$ cat config.mk
export PLATFORM = sky130hd
export DESIGN_NAME = uart_tx_arbiter_flat
export DESIGN_NICKNAME = d
export VERILOG_FILES = /design/src/rtl/uart_tx_arbiter_if.sv /design/src/rtl/uart_tx_arbiter.sv /design/src/flat_wrapper.sv
export SDC_FILE = /design/constraint.sdc
export NUM_CORES = 1
export LEC_CHECK = 0
export BUFFER_PORTS_ARGS = -buffer_cell sky130_fd_sc_hd__buf_4
export CAP_MARGIN = 5
export CORE_MARGIN = 1.5
export CORE_UTILIZATION = 52
export DETAILED_ROUTE_END_ITERATION = 16
export HOLD_SLACK_MARGIN = 0.05
export PLACE_DENSITY = 0.8
export SYNTH_ARGS = -nofsm -noshare
export SYNTH_HDL_FRONTEND = slang
export SYNTH_SLANG_ARGS = --single-unit
export TNS_END_PERCENT = 30
$ cat constraint.sdc
create_clock -name clk -period 2.85 [get_ports clk]
set_input_delay 0.4275 -clock clk [delete_from_list [all_inputs] [get_ports clk]]
set_output_delay 0.4275 -clock clk [all_outputs]
set_load 0.03 [all_outputs]
$ cat src/rtl/uart_tx_arbiter_if.sv
// Requester and transmitter signal bundle shared by uart_tx_arbiter and its environment.
interface uart_tx_arbiter_if #(
  parameter int unsigned NUM_REQ = 4
);
  logic [NUM_REQ-1:0]   req_valid;
  logic [8*NUM_REQ-1:0] req_data;
  logic [NUM_REQ-1:0]   req_last;
  logic [NUM_REQ-1:0]   req_ready;
  logic [NUM_REQ-1:0]   grant;
  logic                 tx_start;
  logic [7:0]           tx_byte;
  logic                 tx_busy;
  logic                 idle;

  // master: requesters and the byte transmitter
  modport master (
    output req_valid, req_data, req_last, tx_busy,
    input  req_ready, grant, tx_start, tx_byte, idle
  );

  // slave: the arbiter itself
  modport slave (
    input  req_valid, req_data, req_last, tx_busy,
    output req_ready, grant, tx_start, tx_byte, idle
  );
endinterface

$ cat src/rtl/uart_tx_arbiter.sv
// Round-robin arbiter sharing one UART byte transmitter among NUM_REQ requesters,
// with locked multi-byte messages, inter-byte gap and owner hold timeout.
module uart_tx_arbiter #(
  parameter int unsigned NUM_REQ    = 4,
  parameter int unsigned GAP_CYCLES = 16,
  parameter int unsigned HOLD_MAX   = 1024
) (
  input logic              clk,
  input logic              reset,
  uart_tx_arbiter_if.slave bus
);
  localparam int unsigned IDX_W     = (NUM_REQ > 1) ? $clog2(NUM_REQ) : 1;
  localparam int unsigned CAND_W    = IDX_W + 1;
  localparam int unsigned HOLD_W    = (HOLD_MAX > 1) ? $clog2(HOLD_MAX) : 1;
  localparam int unsigned GAP_W     = (GAP_CYCLES > 1) ? $clog2(GAP_CYCLES) : 1;
  localparam int unsigned HOLD_LAST = (HOLD_MAX > 0) ? HOLD_MAX - 1 : 0;
  localparam int unsigned GAP_LAST  = (GAP_CYCLES > 0) ? GAP_CYCLES - 1 : 0;

  typedef enum logic [2:0] {
    S_IDLE,
    S_SEND,
    S_WAIT_BUSY,
    S_WAIT_DONE,
    S_GAP
  } state_t;

  state_t             state_q, state_d;
  logic [IDX_W-1:0]   owner_q, owner_d;
  logic [IDX_W-1:0]   ptr_q, ptr_d;
  logic [HOLD_W-1:0]  hold_q, hold_d;
  logic [GAP_W-1:0]   gap_q, gap_d;
  logic               last_q, last_d;
  logic [NUM_REQ-1:0] grant_q, grant_d;
  logic [NUM_REQ-1:0] ready_q, ready_d;
  logic               start_q, start_d;
  logic [7:0]         byte_q, byte_d;
  logic               idle_q, idle_d;

  logic               pick_found_c;
  logic [IDX_W-1:0]   pick_idx_c;
  logic [CAND_W-1:0]  cand_c;
  logic [IDX_W-1:0]   owner_inc_c;
  logic               frame_end_c;

  assign bus.req_ready = ready_q;
  assign bus.grant     = grant_q;
  assign bus.tx_start  = start_q;
  assign bus.tx_byte   = byte_q;
  assign bus.idle      = idle_q;

  assign owner_inc_c = (owner_q == IDX_W'(NUM_REQ - 1)) ? '0 : owner_q + IDX_W'(1);

  // First valid requester searching upward from ptr, wrapping at NUM_REQ
  always_comb begin
    pick_found_c = 1'b0;
    pick_idx_c   = '0;
    cand_c       = '0;
    for (int k = 0; k < int'(NUM_REQ); k++) begin
      cand_c = {1'b0, ptr_q} + CAND_W'(k);
      if (cand_c >= CAND_W'(NUM_REQ)) cand_c = cand_c - CAND_W'(NUM_REQ);
      if (!pick_found_c && bus.req_valid[cand_c[IDX_W-1:0]]) begin
        pick_found_c = 1'b1;
        pick_idx_c   = cand_c[IDX_W-1:0];
      end
    end
  end

  always_ff @(posedge clk or posedge reset) begin
    if (reset) begin
      state_q <= S_IDLE;
      owner_q <= '0;
      ptr_q   <= '0;
      hold_q  <= '0;
      gap_q   <= '0;
      last_q  <= 1'b0;
      grant_q <= '0;
      ready_q <= '0;
      start_q <= 1'b0;
      byte_q  <= 8'h00;
      idle_q  <= 1'b1;
    end else begin
      state_q <= state_d;
      owner_q <= owner_d;
      ptr_q   <= ptr_d;
      hold_q  <= hold_d;
      gap_q   <= gap_d;
      last_q  <= last_d;
      grant_q <= grant_d;
      ready_q <= ready_d;
      start_q <= start_d;
      byte_q  <= byte_d;
      idle_q  <= idle_d;
    end
  end

  always_comb begin
    state_d     = state_q;
    owner_d     = owner_q;
    ptr_d       = ptr_q;
    hold_d      = hold_q;
    gap_d       = gap_q;
    last_d      = last_q;
    grant_d     = grant_q;
    ready_d     = ready_q;
    start_d     = 1'b0;
    byte_d      = byte_q;
    idle_d      = 1'b0;
    frame_end_c = 1'b0;

    case (state_q)
      S_IDLE: begin
        if (pick_found_c) begin
          owner_d             = pick_idx_c;
          grant_d             = '0;
          grant_d[pick_idx_c] = 1'b1;
          ready_d             = '0;
          ready_d[pick_idx_c] = 1'b1;
          hold_d              = '0;
          state_d             = S_SEND;
        end
      end
      S_SEND: begin
        if (bus.req_valid[owner_q]) begin
          byte_d  = bus.req_data[{owner_q, 3'b000} +: 8];
          last_d  = bus.req_last[owner_q];
          start_d = 1'b1;
          ready_d = '0;
          state_d = S_WAIT_BUSY;
        end else if (hold_q == HOLD_W'(HOLD_LAST)) begin
          // stalled owner loses the transmitter to the next requester in line
          grant_d = '0;
          ready_d = '0;
          hold_d  = '0;
          ptr_d   = owner_inc_c;
          state_d = S_IDLE;
        end else begin
          hold_d = hold_q + HOLD_W'(1);
        end
      end
      S_WAIT_BUSY: begin
        if (bus.tx_busy) state_d = S_WAIT_DONE;
      end
      S_WAIT_DONE: begin
        if (!bus.tx_busy) begin
          gap_d = '0;
          if (GAP_CYCLES == 0) frame_end_c = 1'b1;
          else                 state_d     = S_GAP;
        end
      end
      S_GAP: begin
        if (gap_q == GAP_W'(GAP_LAST)) frame_end_c = 1'b1;
        else                           gap_d       = gap_q + GAP_W'(1);
      end
      default: state_d = S_IDLE;
    endcase

    // after the gap: release the bus on the last byte, otherwise keep the lock
    if (frame_end_c) begin
      if (last_q) begin
        grant_d = '0;
        ready_d = '0;
        ptr_d   = owner_inc_c;
        state_d = S_IDLE;
      end else begin
        ready_d = grant_q;
        hold_d  = '0;
        state_d = S_SEND;
      end
    end

    idle_d = (state_d == S_IDLE);
  end
endmodule

$ cat src/flat_wrapper.sv
// flat-port wrapper written by rule: the top's interface ports become plain ports
module uart_tx_arbiter_flat 
#(
  parameter int unsigned NUM_REQ    = 4,
  parameter int unsigned GAP_CYCLES = 16,
  parameter int unsigned HOLD_MAX   = 1024
)
  (clk, reset, bus_req_valid, bus_req_data, bus_req_last, bus_tx_busy, bus_req_ready, bus_grant, bus_tx_start, bus_tx_byte, bus_idle);
  uart_tx_arbiter_if #(.NUM_REQ(NUM_REQ)) bus_i ();
  input logic clk;
  input logic reset;
  input wire logic [$bits(bus_i.req_valid)-1:0] bus_req_valid;
  input wire logic [$bits(bus_i.req_data)-1:0] bus_req_data;
  input wire logic [$bits(bus_i.req_last)-1:0] bus_req_last;
  input wire logic [$bits(bus_i.tx_busy)-1:0] bus_tx_busy;
  output wire logic [$bits(bus_i.req_ready)-1:0] bus_req_ready;
  output wire logic [$bits(bus_i.grant)-1:0] bus_grant;
  output wire logic [$bits(bus_i.tx_start)-1:0] bus_tx_start;
  output wire logic [$bits(bus_i.tx_byte)-1:0] bus_tx_byte;
  output wire logic [$bits(bus_i.idle)-1:0] bus_idle;
  assign bus_i.req_valid = bus_req_valid;
  assign bus_i.req_data = bus_req_data;
  assign bus_i.req_last = bus_req_last;
  assign bus_i.tx_busy = bus_tx_busy;
  assign bus_req_ready = bus_i.req_ready;
  assign bus_grant = bus_i.grant;
  assign bus_tx_start = bus_i.tx_start;
  assign bus_tx_byte = bus_i.tx_byte;
  assign bus_idle = bus_i.idle;
  uart_tx_arbiter #(.NUM_REQ(NUM_REQ), .GAP_CYCLES(GAP_CYCLES), .HOLD_MAX(HOLD_MAX)) u_core (.clk(clk), .reset(reset), .bus(bus_i));
endmodule
Word level (Yosys, flattened, before mapping)
Cells that the tools add are included.
Widths: inputs -> output; s select.
{ "word_totals": {"ff_bits": 40, "latchBits": 0, "mem_bits_rw": 0, "rom_bits": 0, "inputBits": 43, "mem_count": 0} }
{ "op_classes": {"n_addsub": 10, "n_mul": 0, "div": 0, "n_lt_le_gt_ge": 11, "n_eq_ne": 11, "shifts": 1, "mux": 65, "bitwise": 0, "n_reduce_logical": 15} }
{ "ops": {"columns": ["cell", "count"], "rows": [
  ["$mux 10", 5],
  ["$mux 4", 12],
  ["$shiftx 32x6->8", 1],
  ["$mux 2", 14],
  ["$pmux 4 s2", 3],
  ["$pmux 10 s2", 1],
  ["$lt 2x3->1 const B", 6],
  ["$mux 3", 6],
  ["$mux 1", 16],
  ["$pmux 3 s5", 1],
  ["$bmux 1 s2", 6],
  ["$add 10x1->10 const B", 1],
  ["$eq 10x10->1 const B", 1],
  ["$ge 3x3->1 const B", 3],
  ["$sub 2x1->2 const B", 4],
  ["$add 2x2->3 const B", 2],
  ["$eq 3x2->1 const B", 2],
  ["$logic_not 3->1", 2],
  ["$reduce_and 3->1", 2],
  ["$add 4x1->4 const B", 1],
  ["$eq 4x4->1 const B", 1],
  ["$logic_and 1x1->1", 4],
  ["$ne 2x2->1 const B", 2],
  ["$ne 4x1->1 const B", 1],
  ["13 further kinds", 16]
]} }

Logic depth before layout (Yosys ltp)
{ "logic_depth": {"word_depth": 22, "ltp_mapped": 7, "mapped_depth_nobuf": 6} }

Least setup slack after synthesis
No wires, ideal clock.
{ "synth_path": {"path_type": "input to register", "from": "input bus_req_valid[3]", "to": "register u_core.ptr_q[0]", "arrival_ns": 1.981, "required_time_ns": 2.725, "path_slack_ns": 0.744, "path_stages": 5, "path_buffers": 0, "cell_sequence": "mux4_2 or3_4 nor2_4 a31o_4 mux2_2"} }
{ "synth_between": {"elab_chain_len": 6} }
{ "synth_rtl": {"columns": ["item", "line_no", "rtl"], "rows": [
  ["from (decl)", "flat_wrapper.sv:12", "input wire logic [$bits(bus_i.req_valid)-1:0] bus_req_valid;"],
  ["$bmux 1 s2 *", "uart_tx_arbiter.sv:123", "if (bus.req_valid[owner_q]) begin"],
  ["$mux 1 (not written as such) *", "uart_tx_arbiter.sv:123", null],
  ["$mux 2 *", "uart_tx_arbiter.sv:123", null],
  ["$mux 2 *", "uart_tx_arbiter.sv:110", "case (state_q)"],
  ["$mux 2", "uart_tx_arbiter.sv:159", "if (last_q) begin"],
  ["$mux 2 *", "uart_tx_arbiter.sv:158", "if (frame_end_c) begin"],
  ["via u_core.ptr_d[0]", "uart_tx_arbiter.sv:29", "logic [IDX_W-1:0] ptr_q, ptr_d;"],
  ["to (signal assigned)", "uart_tx_arbiter.sv:84", "ptr_q <= ptr_d;"],
  ["to (decl)", "uart_tx_arbiter.sv:29", null]
]} }
Mark *: on every way through the listed nets, which the timed path passes. The rest lies on a longest branch. The select of a mux whose other input is x is not followed.
A chain may end at the register's enable or synchronous reset.

Worst setup path in the final report
{ "layout_path": {"from": "register u_core.owner_q[1]", "to": "register u_core.ptr_q[0]"} }
{ "layout_between": {"elab_chain_len": 7, "elab_cells_between_ends": 9, "cone_classes": "1 x eq/ne; 8 x mux"} }
{ "layout_rtl": {"columns": ["item", "line_no", "rtl"], "rows": [
  ["from (decl)", "uart_tx_arbiter.sv:28", "logic [IDX_W-1:0] owner_q, owner_d;"],
  ["from (signal assigned)", "uart_tx_arbiter.sv:83", "owner_q <= owner_d;"],
  ["$eq 2x2->1", "uart_tx_arbiter.sv:51", "assign owner_inc_c = (owner_q == IDX_W'(NUM_REQ - 1)) ? '0 : owner_q + IDX_W'(1);"],
  ["$mux 2", "uart_tx_arbiter.sv:51", null],
  ["$mux 2", "uart_tx_arbiter.sv:129", "end else if (hold_q == HOLD_W'(HOLD_LAST)) begin"],
  ["$mux 2", "uart_tx_arbiter.sv:123", null],
  ["$mux 2", "uart_tx_arbiter.sv:110", null],
  ["$mux 2", "uart_tx_arbiter.sv:159", null],
  ["$mux 2 *", "uart_tx_arbiter.sv:158", null],
  ["via u_core.ptr_d[0]", "uart_tx_arbiter.sv:29", null]
]} }
Marks and branches as above.

==> results.py <==
metrics = {
    "status": {
        "status": "finished clean",
    },
    "critical_path": {
        "r2r_cells": 5,
        "path_delay_family": "multiplexers",
        "crit_path_start_kind": "register",
        "reg2reg_to": "u_core.ptr_q[0]",
        "rr_startpoint": "u_core.owner_q[1]",
        "path_buf_inv": 0,
        "path_cells": "mux4_2 > or3_4 > nor2_4 > a31o_4 > mux2_2",
        "critical_path.endpoint_type": "register",
        "cp.required_ns": 3.03,
        "max_stage_delay_ns": 0.59,
        "critical_path_peak_fanout": 8,
        "arrival_ns": 2.36,
        "startpoint": "u_core.owner_q[1]",
        "worstSetupPathType": "register to register",
        "r2r_slack_ns": 0.67,
        "crit_slowest_cell": "mux4_2",
    },
    "global_routing": {
        "grt_overflow": 0,
        "grt_pass1_vias": 1897,
        "grtUsageTotal": 0.257,
        "antenna_found_initial": 0,
        "grt_pass1_wl_mm": 8.71,
        "grt_max_degree": 41,
    },
    "timing": {
        "period_minus_slack_ns": 2.18,
        "max_slew_margin": 0.381,
        "fin_setup_tns_ns": 0,
        "tightest_slew_ns": 0.923,
        "final-setup-viol-count": 0,
        "hold_viol_final": 0,
        "timing.final.crit_share": 0.765,
        "clock_skew_ns": 0.00489,
        "fmaxAchievable_mhz": 459,
        "slew_violations": 0,
        "rsz0062_at_grt": "no",
        "fin_ws_ns": 0.669,
    },
    "layout": {
        "post-route-util": 0.703,
        "finalNetCount": 313,
        "syn_to_final_growth_pct": 28.9,
        "fillCellCount": 313,
        "drive_gt1_frac": 0.388,
        "final_cell_mix": "67 x buf_4, 39 x dfrtp_1, 15 x nor2_1, 15 x nand2_1, 12 x mux2_2",
        "layout_commonest_cell": "buf_4",
        "antenna_cells": 0,
        "fin_area_um2": 2830,
        "instances_no_fill": 318,
    },
    "synthesis": {
        "syn_avg_cell_area_um2": 11.1,
        "synth_top_area_share": 0.444,
        "synth.net_count": 244,
        "synth_top_area_cell": "dfrtp_1",
        "ys_seq_elements": 40,
        "syn_inst": 198,
        "synth_flop_cell": "dfrtp_1",
        "synth-seq-area-share": 0.456,
        "yosys_warnings": 0,
        "synth_cell_types": 50,
        "synth-async-reset-ratio": 1.00,
        "synth_edf_count": 0,
        "synthesis.area_um2": 2200,
        "synth_area_leaders": "dfrtp_1 44%, mux4_2 10%, mux2_2 6.2%",
    },
    "floorplanning": {
        "start_util": 0.545,
        "core_um2": 4030,
        "die-height_um": 68,
        "die_w_um": 68,
        "boundaryPins": 61,
        "rows": 23,
        "dieArea_um2": 4620,
    },
    "pwr": {
        "p_int_mw": 1.56,
        "power_frac_comb": 0.506,
        "p_sw_mw": 1.09,
        "vdd_drop_max_v": 0.000593,
        "seq_power_share": 0.350,
        "clkPwrFrac": 0.144,
        "switching_share": 0.411,
        "static-leakage-power_nw": 1.28,
        "powerDensity_nw_per_um2": 936,
    },
    "flow_run": {
        "cap_violations": 0,
    },
    "drt": {
        "drt-initial-drc-count": 142,
        "antenna_left": 0,
        "drc": 0,
        "via_per_inst": 6.05,
        "vias": 1923,
        "wire_per_inst_um": 16.3,
        "routed_wl_mm": 5.20,
        "firstDrtPassIters": 4,
    },
    "clock_tree": {
        "clock-sinks": 40,
        "cts_tree": "built",
        "cts_max_path_buffers": 2,
        "postCtsHoldBufs": 0,
        "ctsResizeCount": 0,
        "numCtsBuffers": 5,
        "post_cts_buffers": 0,
        "clock_latency_ns": 0.29,
        "cts_root_buffer": "clkbuf_8",
        "h-tree-depth": 2,
        "path_clk_slew_ns": 0.07,
    },
    "placed_design": {
        "place_area_um2": 2740,
        "place_worst_setup_slack_ns": 0.529,
        "placed_cells": 310,
        "place.gp.congestion": 0.887,
        "dpl.hpwl_mm": 3.99,
        "io_buffers": 60,
    },
    "worst_hold_path": {
        "min_path_type": "primary input to async pin",
    },
}
==> final cells by class <==
cell class                 count  area [um2]  area share
sequential                    40        1000       0.354
multi-input combinational    144        1140       0.403
tap                           50        62.6      0.0221
timing repair buffer          67         503       0.178
inverter                       9        33.8      0.0119
clock buffer                   8        90.1      0.0318
==> cell families (layout without fill, tap and decap cells) <==
group / count (synthesis) / in the layout / share of synthesized area
compound gates: 50 / 50 / 0.166
xor+xnor: 1 / 1 / 0.00399
fa+ha+maj: 3 / 3 / 0.0171
buf+inv: 14 / 84 / 0.0245
flops: 40 / 40 / 0.456
mux: 23 / 23 / 0.169
simple gates: 67 / 67 / 0.163
==> worst max path at each step <==
| stage | cells after the start | slack [ns] | to |
|---|---|---|---|
| after global placement | 6 | 0.57 | u_core.ptr_q[1] |
| after global routing | 5 | 0.54 | u_core.bus.req_ready[0] |
| after floorplan | 5 | 0.74 | u_core.ptr_q[0] |
| after detailed placement | 6 | 0.53 | u_core.ptr_q[0] |
| final | 5 | 0.67 | u_core.ptr_q[0] |
| after CTS | 5 | 0.68 | u_core.ptr_q[1] |
==> flip-flops by register name, summed over array words and instances, names as in the netlist <==
signal	flops
u_core.hold_q	10
u_core.bus.tx_byte	8
u_core.bus.grant	4
u_core.bus.req_ready	4
u_core.gap_q	4
u_core.state_q	3
u_core.owner_q	2
u_core.ptr_q	2
u_core.bus.idle	1
u_core.bus.tx_start	1
u_core.last_q	1
==> layer usage <==
layer	vias up	part of all wire	track usage
met5	-	0	0
met4	0	0.024	0.130
met3	13	0.057	0.0510
met2	70	0.49	0.387
met1	933	0.43	0.353
li1	907	-	-
==> tightest hold or removal path, delay by kind of cell <==
family / cells / cell delay, ns
buffers and inverters: 3 / 0.57
==> synth_stat cells, drive strengths merged, types with 2 or more instances <==
master  number
a21oi        7
a21o         2
or3b         2
o22a         2
dfrtp       39
or3          3
nor4         3
clkbuf       3
ha           3
a31oi        3
nand2b       4
nor3         9
a32oi        8
a211oi       2
nand3        4
a31o         2
nand2       15
buf          2
a311oi       3
o22ai        3
mux4        10
mux2        12
inv          9
and3         2
o21ai       12
nor2        16
nor3b        3
==> power groups by stage <==
stage	sequential, mW	combinational [mW]	clock, mW
after floorplan	1.13	0.701	0
after global placement	0.928	1.32	0
after detailed placement	0.934	1.35	0
after CTS	0.926	1.35	0.393
after global routing	0.957	1.46	0.420
final	0.928	1.34	0.382
==> per-stage QoR <==
step	hold slack [ns]	total power, mW
floorplan	0.476	1.83
global placement	0.487	2.25
detailed placement	0.481	2.28
CTS	0.273	2.67
global route	0.320	2.83
finish	0.256	2.65
(Power assumes the default switching activity.)
